<file path="config.mk">
export PLATFORM = sky130hd
export DESIGN_NAME = al_accel_cp_feeder
export DESIGN_NICKNAME = d
export VERILOG_FILES = /design/src/rtl/al_accel_pkg.sv /design/src/rtl/al_accel_sync_fifo.sv /design/src/rtl/al_accel_cp_feeder.sv
export SDC_FILE = /design/constraint.sdc
export NUM_CORES = 1
export LEC_CHECK = 0
export CORE_MARGIN = 2
export CORE_UTILIZATION = 50
export DETAILED_ROUTE_END_ITERATION = 6
export GPL_ROUTABILITY_DRIVEN = 0
export GPL_TIMING_DRIVEN = 1
export PLACE_DENSITY = 0.68
export SYNTH_ARGS = -nofsm -noshare
export SYNTH_HDL_FRONTEND = slang
export SYNTH_HIERARCHICAL = 1
export SYNTH_SLANG_ARGS = --single-unit
</file>
<file path="constraint.sdc">
create_clock -name clk -period 4.3 [get_ports clk]
set_input_delay 0.86 -clock clk [delete_from_list [all_inputs] [get_ports clk]]
set_output_delay 0.86 -clock clk [all_outputs]
set_load 0.005 [all_outputs]
</file>
<file path="src/rtl/al_accel_pkg.sv">
// Types and defaults shared by the accelerator cp-path blocks (feeder and cp unit).
package al_accel_pkg;

    localparam int DATA_W_DEF        = 8;
    localparam int LEN_W_DEF         = 8;
    // Both the cp unit and the feeder must agree on how long a clear lasts.
    localparam int CP_CLR_CYCLES_DEF = 2;

    typedef enum logic [1:0] {
        ST_IDLE   = 2'd0,
        ST_CLEAR  = 2'd1,
        ST_STREAM = 2'd2,
        ST_DONE   = 2'd3
    } feeder_state_t;

endpackage

</file>
<file path="src/rtl/al_accel_sync_fifo.sv">
// Synchronous first-word-fall-through FIFO with occupancy count.
// Latency: a pushed word is readable the cycle after the push; full blocks pushes, empty blocks pops.
module al_accel_sync_fifo #(
    parameter int DATA_W = 8,
    parameter int DEPTH  = 16
) (
    input  logic                       clk,
    input  logic                       reset,
    input  logic                       push,
    input  logic [DATA_W-1:0]          push_data,
    input  logic                       pop,
    output logic [DATA_W-1:0]          pop_data,
    output logic                       full,
    output logic                       empty,
    output logic [$clog2(DEPTH):0]     count
);

    localparam int AW = $clog2(DEPTH);

    logic [DATA_W-1:0] mem [DEPTH];
    logic [AW-1:0]     wr_ptr;
    logic [AW-1:0]     rd_ptr;
    logic              do_push;
    logic              do_pop;

    assign full     = (count == (AW+1)'(DEPTH));
    assign empty    = (count == '0);
    assign do_push  = push && !full;
    assign do_pop   = pop && !empty;
    assign pop_data = mem[rd_ptr];

    // Depth is a power of two, so pointers wrap on natural overflow.
    always_ff @(posedge clk) begin
        if (reset) begin
            wr_ptr <= '0;
            rd_ptr <= '0;
            count  <= '0;
        end else begin
            if (do_push) wr_ptr <= wr_ptr + 1'b1;
            if (do_pop)  rd_ptr <= rd_ptr + 1'b1;
            case ({do_push, do_pop})
                2'b10:   count <= count + 1'b1;
                2'b01:   count <= count - 1'b1;
                default: count <= count;
            endcase
        end
    end

    always_ff @(posedge clk) begin
        if (do_push) mem[wr_ptr] <= push_data;
    end

endmodule

</file>
<file path="src/rtl/al_accel_cp_feeder.sv">
// Buffers an upstream byte stream and feeds it to the cp unit as clear-then-stream frames.
// Latency: start->cp_clr 1 cycle; last cp_clr->first enb 2 cycles when data is buffered.
// Backpressure: s_ready = !full of the input FIFO; an empty FIFO mid-frame stalls enb.
module al_accel_cp_feeder
    import al_accel_pkg::*;
#(
    parameter int DATA_W     = DATA_W_DEF,
    parameter int FIFO_DEPTH = 16,
    parameter int LEN_W      = LEN_W_DEF,
    parameter int CLR_CYCLES = CP_CLR_CYCLES_DEF
) (
    input  logic              clk,
    input  logic              reset,
    input  logic              s_valid,
    input  logic [DATA_W-1:0] s_data,
    output logic              s_ready,
    input  logic              start,
    input  logic [LEN_W-1:0]  frame_len,
    output logic              busy,
    output logic              done,
    output logic [DATA_W-1:0] cp_di,
    output logic              cp_clr,
    output logic              enb
);

    localparam int CLR_W = (CLR_CYCLES > 1) ? $clog2(CLR_CYCLES) : 1;

    feeder_state_t                  state;
    logic [LEN_W-1:0]               remaining;
    logic [CLR_W-1:0]               clr_cnt;
    logic                           fifo_full;
    logic                           fifo_empty;
    logic                           fifo_pop;
    logic [DATA_W-1:0]              fifo_data;
    logic [$clog2(FIFO_DEPTH):0]    unused_fifo_count;

    assign s_ready  = !fifo_full;
    assign busy     = (state != ST_IDLE);
    // remaining is never zero while in STREAM, so occupancy alone gates the pop.
    assign fifo_pop = (state == ST_STREAM) && !fifo_empty;

    al_accel_sync_fifo #(
        .DATA_W (DATA_W),
        .DEPTH  (FIFO_DEPTH)
    ) u_fifo (
        .clk       (clk),
        .reset     (reset),
        .push      (s_valid),
        .push_data (s_data),
        .pop       (fifo_pop),
        .pop_data  (fifo_data),
        .full      (fifo_full),
        .empty     (fifo_empty),
        .count     (unused_fifo_count)
    );

    always_ff @(posedge clk) begin
        if (reset) begin
            state     <= ST_IDLE;
            remaining <= '0;
            clr_cnt   <= '0;
            cp_di     <= '0;
            cp_clr    <= 1'b0;
            enb       <= 1'b0;
            done      <= 1'b0;
        end else begin
            cp_clr <= 1'b0;
            enb    <= 1'b0;
            done   <= 1'b0;
            case (state)
                ST_IDLE: begin
                    if (start) begin
                        remaining <= frame_len;
                        clr_cnt   <= CLR_W'(CLR_CYCLES - 1);
                        cp_clr    <= 1'b1;
                        state     <= ST_CLEAR;
                    end
                end
                ST_CLEAR: begin
                    if (clr_cnt == '0) begin
                        if (remaining == '0) begin
                            done  <= 1'b1;
                            state <= ST_DONE;
                        end else begin
                            state <= ST_STREAM;
                        end
                    end else begin
                        clr_cnt <= clr_cnt - 1'b1;
                        cp_clr  <= 1'b1;
                    end
                end
                ST_STREAM: begin
                    if (fifo_pop) begin
                        cp_di     <= fifo_data;
                        enb       <= 1'b1;
                        remaining <= remaining - 1'b1;
                        // The last beat and the done pulse land in the same cycle.
                        if (remaining == LEN_W'(1)) begin
                            done  <= 1'b1;
                            state <= ST_DONE;
                        end
                    end
                end
                ST_DONE: state <= ST_IDLE;
                default: state <= ST_IDLE;
            endcase
        end
    end

endmodule

</file>
==> run metrics <==
busiest grt layer=met2; CTS tree=yes; Avg WL per Cell=19.66 µm; via count=3,914; Tmin final=3.349 ns; met3 Use GR=4.982%; Distinct cells, synth=65; gr usage total=18.66%; CTS Buffer Depth=2; Pre-antenna DRT Iters=4; CTS hold repair buffers=0; RSZ-0062 raised after global routing=false; io pins=33; Critical Setup Path Class=reg2reg; Final ANT Viol Nets=0; #FFs+latches synth=167; Avg Inst Size Synth=16.04 µm²; sequential share of the synthesized area=64.92%; total power=3.887 mW; Core ar.=0.01388 mm²; top cells by area, synth=edfxtp_1, dfxtp_1, mux4_1; share of cells above drive strength 1=12.98%; Hold Path Class=reg2reg; Synth area leader=edfxtp_1; cell count after synthesis=444; DRT iter0 DRCs=296; Reg clk slew, reported paths=0.07 ns; post-CTS setup buffers=0; clock latency on the worst-skew pair=0.42 ns; Final Max Tran Viols=0; pwr/cell area=475.7 mW/mm²; CP Max Fanout=12; Top FF cell, synth=edfxtp_1; M1 GR Usage=25.70%; Final setup viols=0; die area=0.01522 mm²; clock tree sinks=167; Required @ worst endpoint=4.63 ns; peak supply drop=0.3392 mV; crit share post-route=77.87%; Rel. slew slack=36.25%; net count after synthesis=478; count of input and output buffers=32; die width=123.4 µm; Total Nets Final=514; cts bufs inserted=17; slew at the pin with the worst max-slew slack=0.9527 ns; number of fillers in the final layout=1,051; cell area after synthesis=0.007123 mm²; Critical Path AT=3.68 ns; final worst setup slack=0.9514 ns; YS warnings=6; static leakage=2.704 nW; DIE HEIGHT=123.4 µm; outcome=complete, no violations; post-synth top area share=53.96%; initial antenna violation count=0; setup TNS=0 ns; first-pass GRT wire length=20,640 µm; DRT Wirelength=13,230 µm; Worst Setup End Kind=register; Util after Layout=58.86%; Synth async-reset ratio=0%; Via-to-Cell Ratio=5.816; CTS root buf=clkbuf_16; highest clock rate=298.6 MHz; clk_skew=0.007608 ns; initial core utilization=51.32%; area delta synth->final=14.70%; critical path launch point type=register; CTS resizes=0; final count of hold timing violations=0; grt total ovfl=0; htree depth=4; pre-CTS setup slack=0.9238 ns; hpwl dp=8581 µm; largest net degree at the start of global routing=33; Residual DRC=0; M2 GR Usage=29.29%; row count=43; EDFF count, synth=128; maxcap violations=0; ant diodes=0; vias in the first global route=3,791
==> report_power, final <==
part	switching, mW	internal, mW
Clock	0.609	0.859
Combinational	0.294	0.246
Sequential	0.0652	1.81
Total	0.969	2.92
==> path summary, 6_finish.rpt <==
check	slack, ns	start	cells after the start	endpoint
setup / recovery	0.95	u_fifo/count[0]	12	u_fifo/count[2]
hold / removal	0.46	cp_di[0]	2	cp_di[0]
setup reg to reg	0.95	u_fifo/count[0]	12	u_fifo/count[2]
hold reg to reg	0.46	cp_di[0]	2	cp_di[0]
==> layer usage <==
layer,vias up,share of wire [%]
met2,88,49
met4,0,0.84
li1,1828,-
met1,1989,46
met3,9,4.4
met5,-,0
==> Yosys cell counts (3+ instances only) <==
cell,number
a211oi_1,4
a21oi_1,22
buf_1,3
buf_6,3
clkbuf_1,11
dfxtp_1,39
edfxtp_1,128
ha_1,14
inv_1,14
mux2i_1,4
mux4_1,28
mux4_2,12
nand2_1,29
nand2b_1,8
nand3b_1,5
nor2_1,32
nor2b_1,3
nor3_1,9
o211ai_1,4
o21a_1,4
o21ai_0,8
o31ai_1,3
or4_1,3
xor2_1,7
==> worst max-delay path: stages (launching register included) <==
cell and delay (ns):
dfxtp_1 0.36, or4_1 0.71, nor2_1 0.22, nand2b_1 0.15
clkinv_1 0.13, o21ai_4 0.11, inv_1 0.07, ha_1 0.33
xor2_1 0.20, ha_1 0.24, o21a_1 0.20, or4_1 0.39
a21oi_1 0.14
==> logic make-up (layout without fill, tap and decap cells) <==
logic type      after synthesis  count (layout)  share of synthesized area, %
flops                       167             167                         64.92
mux                          44              44                         14.68
buf+inv                      39              88                         2.758
simple gates                106             106                         7.659
fa+ha+maj                    14              14                         2.459
compound gates               66              66                         6.534
xor+xnor                      8               8                        0.9837
==> through the flow <==
step	area [µm²]	instances	hold WS [ns]
2_1_floorplan	7123	444	0.4527
5_1_grt	8170	673	0.4849
3_5_place_dp	7595	641	0.4539
6_report	8170	673	0.4582
3_3_place_gp	7595	641	0.4477
4_1_cts	8170	673	0.4631
==> sequential cells by signal, summed over array words and instances, names as in the netlist, named ones only <==
name	cells
u_fifo/count	5
cp_clr	1
u_fifo/mem	128
u_fifo/rd_ptr	4
cp_di	8
enb	1
remaining	8
clr_cnt	1
done	1
state	2
u_fifo/wr_ptr	4
==> cells in the final DEF, fill, tap and decap left out, types with 9 or more instances in the layout <==
cell type | synthesis | routed
mux4_2 | 12 | 12
inv_1 | 14 | 14
a21oi_1 | 22 | 22
nand2_1 | 29 | 29
dfxtp_1 | 39 | 38
nor2_1 | 32 | 32
mux4_1 | 28 | 28
nor3_1 | 9 | 9
edfxtp_1 | 128 | 128
clkbuf_16 | 0 | 17
ha_1 | 14 | 14
clkdlybuf4s50_1 | 0 | 32
==> cell type report <==
class / instances / area (µm²) / share of cell area [%]
Multi-Input combinational cell: 238 / 2302 / 28.18
Sequential cell: 167 / 4626 / 56.62
Tap cell: 180 / 225.2 / 2.757
Clock buffer: 18 / 429.2 / 5.253
Inverter: 16 / 61.31 / 0.7504
Timing Repair Buffer: 40 / 380.4 / 4.655
Clock inverter: 14 / 146.4 / 1.792
Note: power is estimated with default switching activity, not from simulation.
